==> src/rtl/winograd_pkg.sv <==
// Shared definitions for the Winograd F(2,3) filter-transform sequencer.
//   DATA_W  : width of one filter tap / one transformed result
//   ROW_W   : packed filter row {w3,w2,w1}
//   RES_W   : packed transform result {r4,r3,r2,r1}
//   LAT_DEF : default G*w datapath latency
//   state_t : sequencer FSM states
package winograd_pkg;

    localparam int DATA_W  = 32;
    localparam int ROW_W   = 3 * DATA_W;
    localparam int RES_W   = 4 * DATA_W;
    localparam int LAT_DEF = 2;

    typedef enum logic [1:0] {
        IDLE  = 2'd0,
        ISSUE = 2'd1,
        DRAIN = 2'd2,
        FIN   = 2'd3
    } state_t;

endpackage

==> src/rtl/wt_inflight_pipe.sv <==
// In-flight row tracker: a shift line of DEPTH stages, each carrying a
// valid flag and the row's destination offset.
//   clk     : rising-edge clock
//   rst     : synchronous clear of every valid flag
//   in_vld  : row issued this cycle (the tracker's stage 0)
//   in_off  : destination offset of that row
//   vld     : valid flags, bit k is stage k+1
//   out_off : destination offset held in the last stage
module wt_inflight_pipe #(
    parameter int DEPTH = 3,
    parameter int OFF_W = 10
) (
    input  logic             clk,
    input  logic             rst,
    input  logic             in_vld,
    input  logic [OFF_W-1:0] in_off,
    output logic [DEPTH-1:0] vld,
    output logic [OFF_W-1:0] out_off
);

    logic [DEPTH-1:0] vld_p;
    logic [OFF_W-1:0] off_p [DEPTH];

    // stage k-1 -> stage k, valid flags (control, cleared by reset)
    always_ff @(posedge clk) begin
        if (rst) begin
            vld_p <= '0;
        end else begin
            vld_p <= {vld_p[DEPTH-2:0], in_vld};
        end
    end

    // stage k-1 -> stage k, offsets (data, only meaningful with vld_p)
    always_ff @(posedge clk) begin
        off_p[0] <= in_off;
        for (int k = 1; k < DEPTH; k++) begin
            off_p[k] <= off_p[k-1];
        end
    end

    assign vld     = vld_p;
    assign out_off = off_p[DEPTH-1];

endmodule

==> src/rtl/winograd_wt_sched.sv <==
// Sequencer for the Winograd F(2,3) filter transform (G*w). Streams
// cfg_count rows from the weight memory into the datapath, one per cycle,
// and writes each transformed result to the buffer LAT cycles later.
//   clk, rst                : clock, synchronous active-high reset
//   start, cfg_*            : run request and its configuration (IDLE only)
//   busy, done              : run in progress / one-cycle completion pulse
//   wmem_rd_en/addr/rdata   : weight-memory read port (1-cycle read latency)
//   w1..w3, w_valid         : datapath inputs
//   r1..r4                  : datapath outputs
//   ubuf_we/addr/wdata      : transformed-weight buffer write port
module winograd_wt_sched
    import winograd_pkg::*;
#(
    parameter int LAT    = LAT_DEF,
    parameter int ADDR_W = 10,
    parameter int CNT_W  = 10
) (
    input  logic                     clk,
    input  logic                     rst,
    input  logic                     start,
    input  logic [CNT_W-1:0]         cfg_count,
    input  logic [ADDR_W-1:0]        cfg_src_base,
    input  logic [ADDR_W-1:0]        cfg_dst_base,
    output logic                     busy,
    output logic                     done,
    output logic                     wmem_rd_en,
    output logic [ADDR_W-1:0]        wmem_addr,
    input  logic [ROW_W-1:0]         wmem_rdata,
    output logic signed [DATA_W-1:0] w1,
    output logic signed [DATA_W-1:0] w2,
    output logic signed [DATA_W-1:0] w3,
    output logic                     w_valid,
    input  logic signed [DATA_W-1:0] r1,
    input  logic signed [DATA_W-1:0] r2,
    input  logic signed [DATA_W-1:0] r3,
    input  logic signed [DATA_W-1:0] r4,
    output logic                     ubuf_we,
    output logic [ADDR_W-1:0]        ubuf_addr,
    output logic [RES_W-1:0]         ubuf_wdata
);

    localparam int DEPTH = 1 + LAT;

    state_t              state, state_nx;
    logic [CNT_W-1:0]    count_q;
    logic [CNT_W-1:0]    idx_q;
    logic [ADDR_W-1:0]   src_q;
    logic [ADDR_W-1:0]   dst_q;
    logic                accept;
    logic                issue;
    logic                last_issue;
    logic                pending;
    logic [DEPTH-1:0]    trk_vld;
    logic [ADDR_W-1:0]   trk_off;

    assign accept     = (state == IDLE) && start;
    assign issue      = (state == ISSUE);
    assign last_issue = issue && (idx_q == count_q - CNT_W'(1));

    // The last stage is written out this cycle, so the tracker is empty next
    // cycle as soon as every earlier stage is clear. Leaving DRAIN on that
    // condition puts done exactly one cycle after the final write.
    assign pending = |trk_vld[DEPTH-2:0];

    always_ff @(posedge clk) begin
        if (rst) begin
            state <= IDLE;
        end else begin
            state <= state_nx;
        end
    end

    always_ff @(posedge clk) begin
        if (accept) begin
            count_q <= cfg_count;
            src_q   <= cfg_src_base;
            dst_q   <= cfg_dst_base;
        end
    end

    always_ff @(posedge clk) begin
        if (rst || accept) begin
            idx_q <= '0;
        end else if (issue) begin
            idx_q <= idx_q + CNT_W'(1);
        end
    end

    always_comb begin
        state_nx = state;
        done     = 1'b0;
        case (state)
            IDLE: begin
                if (start) begin
                    state_nx = (cfg_count == '0) ? FIN : ISSUE;
                end
            end
            ISSUE: begin
                if (last_issue) begin
                    state_nx = DRAIN;
                end
            end
            DRAIN: begin
                if (!pending) begin
                    state_nx = FIN;
                end
            end
            FIN: begin
                done     = 1'b1;
                state_nx = IDLE;
            end
            default: state_nx = IDLE;
        endcase
    end

    assign busy       = (state != IDLE);
    assign wmem_rd_en = issue;
    assign wmem_addr  = issue ? (src_q + ADDR_W'(idx_q)) : '0;

    // issue (stage 0) -> datapath input (stage 1) -> buffer write (stage 1+LAT)
    wt_inflight_pipe #(
        .DEPTH (DEPTH),
        .OFF_W (ADDR_W)
    ) u_pipe (
        .clk     (clk),
        .rst     (rst),
        .in_vld  (issue),
        .in_off  (ADDR_W'(idx_q)),
        .vld     (trk_vld),
        .out_off (trk_off)
    );

    assign w_valid = trk_vld[0];
    assign w1      = wmem_rdata[DATA_W-1:0];
    assign w2      = wmem_rdata[2*DATA_W-1:DATA_W];
    assign w3      = wmem_rdata[3*DATA_W-1:2*DATA_W];

    assign ubuf_we    = trk_vld[DEPTH-1];
    assign ubuf_addr  = ubuf_we ? (dst_q + trk_off) : '0;
    assign ubuf_wdata = {r4, r3, r2, r1};

endmodule
==> config.mk <==
export PLATFORM = sky130hd
export DESIGN_NAME = winograd_wt_sched
export DESIGN_NICKNAME = d
export VERILOG_FILES = /design/src/rtl/winograd_pkg.sv /design/src/rtl/wt_inflight_pipe.sv /design/src/rtl/winograd_wt_sched.sv
export SDC_FILE = /design/constraint.sdc
export NUM_CORES = 1
export LEC_CHECK = 0
export BUFFER_PORTS_ARGS = -buffer_cell sky130_fd_sc_hd__buf_2
export CORE_AREA = 2 2 197 199
export DETAILED_ROUTE_END_ITERATION = 10
export DIE_AREA = 0 0 199 201
export HOLD_SLACK_MARGIN = 0.1
export MAX_ROUTING_LAYER = met4
export PLACE_DENSITY_LB_ADDON = 0.2
export SLEW_MARGIN = 40
export SYNTH_ARGS = -nofsm -noshare
export SYNTH_HDL_FRONTEND = slang
export SYNTH_SLANG_ARGS = --single-unit
==> constraint.sdc <==
create_clock -name clk -period 3.8 [get_ports clk]
set_input_delay 0.19 -clock clk [delete_from_list [all_inputs] [get_ports clk]]
set_output_delay 0.19 -clock clk [all_outputs]
set_load 0.005 [all_outputs]
==> results of run 1 <==
-- cells in the final DEF, fill, tap and decap left out, drive strengths merged, types with 2 or more instances in the layout --
cell	instances
dlygate4sd3	29
nand2b	4
a21o	5
nor3	9
dfxtp	45
clkbuf	10
nor2b	2
a2111oi	2
or3	3
nor3b	4
fa	2
nand2	13
a21oi	16
and3	4
a211o	2
xnor2	15
inv	20
a31oi	3
xor2	16
mux2i	3
a211oi	2
buf	60
o31a	2
and2	7
nor4	5
o21ba	2
nor2	21
nand3	4
ha	25
edfxtp	30
o21bai	4
o21ai	14
-- flip-flops by register name, summed over array words and instances, names as in the netlist --
name	count
state	2
u_pipe.vld	3
dst_q	10
src_q	10
count_q	10
idx_q	10
u_pipe.off_p	30
-- power by group through the flow --
stage / clock network (mW) / registers, mW / logic, mW
finish: 0.892 / 1.02 / 0.607
global route: 0.971 / 1.04 / 0.691
CTS: 0.932 / 1.03 / 0.632
detailed placement: 0 / 1.04 / 0.605
global placement: 0 / 1.05 / 0.608
floorplan: 0 / 1.02 / 0.559
-- critical path, delay by kind of cell (launching register included) --
| kind | cells | cell delay, ns |
|---|---|---|
| AND/OR/NAND/NOR | 2 | 0.37 |
| flip-flops | 1 | 0.42 |
| buffers and inverters | 1 | 0.17 |
| adder cells (fa/ha/maj) | 1 | 0.30 |
| AO/OA/AOI/OAI | 4 | 1.21 |
-- how the worst max path moves through the flow --
stage	from	to	slack (ns)
floorplan	dst_q[1]$_DFFE_PP_	ubuf_addr[9]	1.69
global placement	dst_q[1]$_DFFE_PP_	ubuf_addr[9]	1.10
detailed placement	dst_q[1]$_DFFE_PP_	ubuf_addr[9]	1.09
CTS	dst_q[1]$_DFFE_PP_	ubuf_addr[9]	0.72
global route	dst_q[1]$_DFFE_PP_	ubuf_addr[9]	0.58
finish	dst_q[1]$_DFFE_PP_	ubuf_addr[9]	0.81
-- synthesized netlist by cell type (7+ instances only) --
cell type	n
sky130_fd_sc_hd__inv_1	16
sky130_fd_sc_hd__edfxtp_1	30
sky130_fd_sc_hd__and2_1	7
sky130_fd_sc_hd__buf_4	224
sky130_fd_sc_hd__nand2_1	13
sky130_fd_sc_hd__nor2_1	21
sky130_fd_sc_hd__dfxtp_1	45
sky130_fd_sc_hd__xnor2_1	15
sky130_fd_sc_hd__a21oi_1	15
sky130_fd_sc_hd__o21ai_0	13
sky130_fd_sc_hd__ha_1	25
sky130_fd_sc_hd__nor3_1	9
sky130_fd_sc_hd__xor2_1	16
-- cell type report --
| cell class | instances | area [um^2] | area share |
|---|---|---|---|
| timing repair buffer | 89 | 598.1 | 0.1224 |
| tap | 518 | 648.1 | 0.1326 |
| sequential | 75 | 1802 | 0.3687 |
| clock inverter | 6 | 70.07 | 0.01434 |
| multi-input combinational | 200 | 1470 | 0.3008 |
| clock buffer | 10 | 239.0 | 0.04890 |
| inverter | 16 | 60.06 | 0.01229 |
-- stage by stage --
stage	instances	hold slack (ns)	setup slack, ns	utilization	instance area (um^2)
2_1_floorplan	517	0.2567	1.692	-	5020
3_3_place_gp	869	0.3102	1.099	0.1125	4287
6_report	914	0.1109	0.8094	0.1283	4887
5_1_grt	914	0.1018	0.5832	0.1283	4887
4_1_cts	913	0.1007	0.7174	0.1280	4876
3_5_place_dp	869	0.3121	1.090	0.1125	4287
-- layer usage --
| layer | GRT usage | vias up | share of wire |
|---|---|---|---|
| met4 | 0.06663 | 0 | 0.080 |
| met2 | 0.1025 | 255 | 0.38 |
| met1 | 0.09152 | 1253 | 0.38 |
| li1 | - | 1242 | - |
| met5 | - | - | 0 |
| met3 | 0.06183 | 97 | 0.16 |
-- kinds of logic (layout without fill, tap and decap cells) --
| group | count (synthesis) | count (layout) | synth area share |
|---|---|---|---|
| buffers and inverters | 242 | 121 | 0.3485 |
| AND/OR/NAND/NOR | 81 | 81 | 0.08350 |
| flip-flops | 75 | 75 | 0.3589 |
| AO/OA/AOI/OAI | 57 | 57 | 0.07652 |
| XOR/XNOR | 31 | 31 | 0.05409 |
| adder cells (fa/ha/maj) | 27 | 27 | 0.07029 |
| multiplexers | 4 | 4 | 0.008225 |
==> out/metrics.sh, run 1 <==
SW_SHARE=0.3068
POWER.STATIC_LEAKAGE_nW=1.901
DETAIL-ROUTE-ANTENNA-NETS=0
RELATIVE_MAX_TRANSITION_MARGIN=0.5421
DETAIL_ROUTED_NET_LENGTH_PER_STANDARD_CELL_UM=18.51
WORST-R2R-CELL-COUNT=8
FINAL_NETS=675
SHARE_COMB_OF_TOTAL_POWER=0.241
ANTENNA_VIOLATIONS_BEFORE_REPAIR=1
DIE_HEIGHT_UM=201
CTSRESIZECOUNT=0
CRIT_TYPE='reg2out'
SYNTH_ASYNC_SR_FLOP_SHARE=0
RANKING_OF_SYNTHESIZED_CELLS_BY_AREA='sky130_fd_sc_hd__buf_4 33%, sky130_fd_sc_hd__dfxtp_1 18%, sky130_fd_sc_hd__edfxtp_1 18%'
POSTCTSSETUPBUFFERS=0
GRT_PASS1_VIAS=3004
WORST_HOLD_PATH_TYPE='in2reg'
TOTAL_SWITCHING_POWER_uW=774.2
GLOBALROUTE.TOTALOVERFLOW=0
FF2FF_SETUP_SLACK_NS=1.54
RSZ0062_AT_GRT='false'
HOLD_START='cfg_dst_base[3]'
POWER_DENSITY_mW_PER_MM2=516.3
PLACEMENT.IO_BUFFERS=57
INSERTION_DELAY_NS=0.34
HPWL_MM=13.61
MAXCAPVIOLATIONS=0
FIN_TNS_SETUP_NS=0
END_KIND='output port'
WORST-ENDPOINT-ARRIVAL_NS=2.80
FLOORPLAN.INITIALDENSITY=0.1317
WORST_REG2REG_STARTPOINT='count_q[0]$_DFFE_PP_'
NUMBER_OF_ANTENNA_CELLS_INSERTED=0
DRT-PASS1-ITER-COUNT=4
COUNT_OF_PINS_OVER_THEIR_SLEW_LIMIT=0
YS_SEQ_AREA_FRAC=0.3589
SETUP.WORST_PATH.START_CLASS='flop'
FINALCLOCKSKEW_NS=0.01283
DESIGN.DIE.AREA_MM2=0.04000
DR.FIRST_ITER.DRC_COUNT=100
DATA_REQUIRED_TIME_AT_THE_WORST_ENDPOINT_NS=3.61
FINALWIRELENGTH_MM=16.92
DRCVIOLATIONCOUNT=0
SYNTH_FLOP_CELL='sky130_fd_sc_hd__dfxtp_1'
GRT_FIRST_PASS_WIRELENGTH_MM=22.74
VIA_PER_INST=3.115
DRIVE_ABOVE_1_SHARE=0.2197
TIMING_HOLD_VIOLATIONS_FINAL=0
NFILLCELLS=4349
NUM_VIAS=2847
YOSYS.CELL_TYPES.COUNT=46
SYN_NETS=801
FMAX_GHz=0.3344
CTS_BUFFER_DEPTH=2
ROUTABILITYCONGESTION=0.6870
HOLD-PATH-ENDPOINT='dst_q[3]$_DFFE_PP_'
FINAL-SETUP-VIOL-COUNT=0
WORST_PATH_LARGEST_CELL_DELAY_NS=0.67
GR-USAGE-ALL-LAYERS=0.08488
DIE_W_UM=199
CRITPATHMAXFANOUT=2
CRIT_PATH_TOP_DELAY_CELL='sky130_fd_sc_hd__a2111oi_0'
CTS_ROOT_BUF='sky130_fd_sc_hd__clkbuf_16'
FINALWORSTPATHREQUIREDPERIOD_NS=2.991
IR_WORST_VDD_uV=190.7
YOSYSWARNINGCOUNT=0
TIMING.CRITICAL_PATH.CELLS='ha_1, a21o_1, a21oi_1, o21bai_1, a2111oi_0, nor4_1, nor3_1, buf_2'
TOTAL_NUMBER_OF_CLOCK_TREE_SINKS=75
INTERNAL-POWER_mW=1.749
CRIT-REG2REG-CAPTURE='state[0]$_SDFFE_PP0P_'
NETLIST_AREA_MM2=0.005020
SYNTH_AREA_PER_CELL_UM2=9.710
MIN_PATH_CELLS=1
CLK_PIN_SLEW_WORST_PATHS_NS=0.06
TRITONCTS_BUFFERS=9
GRT_START_MAX_NET_PINS=17
CORE_FOOTPRINT_MM2=0.03811
STATUS='finished clean'
POSTCTSHOLDBUFS=28
SYNTH-EDFF-COUNT=30
CTS_TREE='done'
NUMBER_OF_LEVELS_IN_THE_CLOCK_H_TREE=3
WORST-SLEW-PIN-TRANSITION_NS=0.6695
SHARE_CLK_OF_TOTAL_POWER=0.353
AREA_DELTA_SYNTH_FINAL_PCT=-2.642
POST-LAYOUT-TOTAL-POWER_mW=2.523
NUM_ROWS=72
SYNTHESIS.INSTANCES=517
FLOORPLAN.IO_PINS=506
FIN_CRIT_SH=0.7870
YOSYS_REGISTER_BITS=75
POST-SYNTH-TOP-AREA-FRACTION=0.3350
SEQUENTIALPOWERSHARE=0.406
YOSYS.AREA.TOP_TYPE='sky130_fd_sc_hd__buf_4'
Power figures use the tool's default switching activity.
==> inputs of run 2 (changes only) <==
- ABC_AREA: unset -> 1
- CORE_AREA: 2 2 197 199 -> 2 2 198 200
- DIE_AREA: 0 0 199 201 -> 0 0 200 202
- clock period: 3.8 -> 3.1 ns (I/O delays scaled with it)
==> run 2 against run 1 <==
Effect of this change: highest routed layer unchanged; combinational power increased by 28%; critical path depth increased by 4; die area increased by 1.0%; cell area increased by 2.9%; sequential power increased by 25%; global-route usage increased by 0.49 points; largest cell class unchanged.
==> out/metrics.sh, run 2 <==
IR_WORST_VDD_uV=290.1
YOSYS.AREA.TOP_TYPE='sky130_fd_sc_hd__buf_4'
DESIGN.DIE.AREA_MM2=0.04040
DETAIL_ROUTED_NET_LENGTH_PER_STANDARD_CELL_UM=17.92
DATA_REQUIRED_TIME_AT_THE_WORST_ENDPOINT_NS=2.94
TRITONCTS_BUFFERS=9
DIE_W_UM=200
SYNTH-EDFF-COUNT=30
FINALCLOCKSKEW_NS=0.007210
WORST-SLEW-PIN-TRANSITION_NS=0.6583
HPWL_MM=14.75
PLACEMENT.IO_BUFFERS=57
ROUTABILITYCONGESTION=0.7451
FINAL_NETS=768
TOTAL_SWITCHING_POWER_mW=1.049
GR-USAGE-ALL-LAYERS=0.08977
SYN_NETS=890
POST-SYNTH-TOP-AREA-FRACTION=0.3285
NUM_VIAS=3183
END_KIND='output port'
LARGEST_REGISTER_FF_COUNT=30
FINALWORSTPATHREQUIREDPERIOD_NS=2.681
SHARE_COMB_OF_TOTAL_POWER=0.251
YOSYS.CELL_TYPES.COUNT=29
NETLIST_AREA_MM2=0.005141
FINAL_CELL_MIX='76 x sky130_fd_sc_hd__nand2_1, 57 x sky130_fd_sc_hd__buf_2, 45 x sky130_fd_sc_hd__inv_1, 45 x sky130_fd_sc_hd__dfxtp_1, 37 x sky130_fd_sc_hd__nor2_1'
FINALWIRELENGTH_MM=18.07
FIN_CRIT_SH=0.8648
CORE_FOOTPRINT_MM2=0.03829
TOTAL_NUMBER_OF_CLOCK_TREE_SINKS=75
MOST_INSTANTIATED_LIBRARY_CELL_AFTER_SYNTHESIS='sky130_fd_sc_hd__buf_4'
DRT-PASS1-ITER-COUNT=4
CRIT_PATH_TOP_DELAY_CELL='sky130_fd_sc_hd__fa_1'
FINALCOREUTILIZATION=0.1314
SHARE_CLK_OF_TOTAL_POWER=0.334
YOSYS_REGISTER_BITS=75
WORST_PATH_LARGEST_CELL_DELAY_NS=0.39
NUMBER_OF_LEVELS_IN_THE_CLOCK_H_TREE=3
FINAL-SETUP-VIOL-COUNT=0
INSERTION_DELAY_NS=0.33
DIE_HEIGHT_UM=202
POSTCTSHOLDBUFS=31
RSZ0062_AT_GRT='false'
DR.FIRST_ITER.DRC_COUNT=102
MOST_COMMON_LIBRARY_CELL_IN_THE_LAYOUT_IGNORING_FILL_AND_TAPS='sky130_fd_sc_hd__nand2_1'
TIMING_HOLD_VIOLATIONS_FINAL=0
SYNTHTOPCELLSBYCOUNT='225 x sky130_fd_sc_hd__buf_4, 76 x sky130_fd_sc_hd__nand2_1, 45 x sky130_fd_sc_hd__dfxtp_1, 45 x sky130_fd_sc_hd__inv_1, 37 x sky130_fd_sc_hd__nor2_1'
RANKING_OF_SYNTHESIZED_CELLS_BY_AREA='sky130_fd_sc_hd__buf_4 33%, sky130_fd_sc_hd__dfxtp_1 18%, sky130_fd_sc_hd__edfxtp_1 18%'
DP_SLACK_NS=0.6845
DRIVE_ABOVE_1_SHARE=0.1922
SYNTHESIS.INSTANCES=606
YS_SEQ_AREA_FRAC=0.3505
GRT_PASS1_VIAS=3363
MAXCAPVIOLATIONS=0
SW_SHARE=0.3385
YOSYSWARNINGCOUNT=0
POWER_DENSITY_mW_PER_MM2=615.8
NUM_ROWS=72
STATUS='finished clean'
CTSRESIZECOUNT=0
REGMOSTFLOPS='u_pipe.off_p'
GLOBALROUTE.TOTALOVERFLOW=0
COUNT_OF_PINS_OVER_THEIR_SLEW_LIMIT=0
SYNTH_ASYNC_SR_FLOP_SHARE=0
WORST-ENDPOINT-ARRIVAL_NS=2.53
VIA_PER_INST=3.158
SYNTH_AREA_PER_CELL_UM2=8.484
POWER.STATIC_LEAKAGE_nW=2.092
RELATIVE_MAX_TRANSITION_MARGIN=0.5611
CTS_TREE='done'
FINISH.CELL_COUNT_WITHOUT_FILLERS=1008
FLOORPLAN.INITIALDENSITY=0.1343
CTS_BUFFER_DEPTH=2
CRITICAL-PATH-TOP-CELL-BY-COUNT='sky130_fd_sc_hd__nand2_1'
PLACED_CELLS=960
POSTCTSSETUPBUFFERS=0
FIN_TNS_SETUP_NS=0
DRCVIOLATIONCOUNT=0
GRT_FIRST_PASS_WIRELENGTH_MM=24.59
ANTENNA_VIOLATIONS_BEFORE_REPAIR=1
AREA_DELTA_SYNTH_FINAL_PCT=-2.142
DPL_CELL_AREA_MM2=0.004423
CRIT_TYPE='reg2out'
FINAL_AREA_MM2=0.005031
TIMING.CRITICAL_PATH.CELLS='ha_1, fa_1, nand2_1, inv_1, o21ai_0, nand2_1, nand2_1, nand2_1, a21oi_1, o21ai_0, a21oi_1, buf_2'
WORST_HOLD_PATH_TYPE='in2out'
INTERNAL-POWER_mW=2.049
CLK_PIN_SLEW_WORST_PATHS_NS=0.06
SEQUENTIALPOWERSHARE=0.415
FMAX_GHz=0.3730
DETAIL-ROUTE-ANTENNA-NETS=0
GRT_START_MAX_NET_PINS=21
TIMING.FINAL.WS_SETUP_NS=0.4191
FLOORPLAN.IO_PINS=506
CTS_ROOT_BUF='sky130_fd_sc_hd__clkbuf_16'
SYNTH_FLOP_CELL='sky130_fd_sc_hd__dfxtp_1'
SETUP.WORST_PATH.START_CLASS='flop'
CRITPATHMAXFANOUT=4
## run 2: changes by cell type in the layout (fill, tap and decap cells not counted), sizes merged, moves of 5 or more
cell | previous run | this run
nand2 | 13 | 78
inv | 20 | 50
nor2 | 21 | 44
nand3 | 4 | 25
a21oi | 16 | 33
xnor2 | 15 | 2
o21ai | 14 | 24
xor2 | 16 | 7
and2 | 7 | 0
nor3 | 9 | 2
a21o | 5 | 0
## run 2: worst paths after layout
check / startpoint / end / slack [ns] / cells past startpoint
worst max-delay path: dst_q[0]$_DFFE_PP_ / ubuf_addr[6] / 0.42 / 12
worst min-delay path: r1[11] / ubuf_wdata[11] / 0.31 / 0
worst max register to register: count_q[0]$_DFFE_PP_ / state[1]$_SDFFE_PP0P_ / 1.12 / 13
worst min register to register: u_pipe.off_p[0][9]$_DFF_P_ / u_pipe.off_p[0][19]$_DFF_P_ / 0.32 / 0
## run 2: layout make-up
cell class,count,area (um^2)
timing repair buffer,94,640.6
tap,518,648.1
fill,4402,33260
sequential,75,1802
inverter,47,176.4
multi-input combinational,257,1466
clock inverter,7,70.07
clock buffer,9,225.2
antenna,1,2.502
## run 2: logic make-up after synthesis
group / after synthesis / share of synthesized area
and+or+nand+nor: 158 / 0.1358
buffers and inverters: 274 / 0.3643
DFF: 75 / 0.3504
adders and majority gates: 27 / 0.06863
AOI/OAI and AO/OA: 63 / 0.06547
xor gates and xnor gates: 9 / 0.01533
## run 2: metrics by stage
step           hold WS [ns]  total power [mW]
2_1_floorplan        0.2274             2.003
3_3_place_gp         0.3097             2.094
3_5_place_dp         0.3100             2.082
4_1_cts              0.3100             3.173
5_1_grt              0.3100             3.328
6_report             0.3100             3.098
## run 2: power groups by stage
stage                     combinational, mW  sequential, mW  clock (mW)
after floorplan                       0.728            1.27           0
after global placement                0.779            1.31           0
after detailed placement              0.769            1.31           0
after CTS                             0.807            1.29        1.08
after global routing                  0.906            1.30        1.12
final                                 0.778            1.28        1.03
## run 2: worst max-delay path, delay by kind of cell, from the launching register on
family                     cells  cell delay (ns)
AOI/OAI and AO/OA              4             0.63
adders and majority gates      2             0.65
DFF                            1             0.37
buffers and inverters          2             0.20
and+or+nand+nor                4             0.32
## run 2: per-layer routing
metal  up-vias  part of all wire  GRT usage
met3        93              0.22    0.09111
met2       303              0.40     0.1194
met4         0             0.062    0.05476
met5         -                 0          -
met1      1307              0.32    0.07803
li1       1480                 -          -
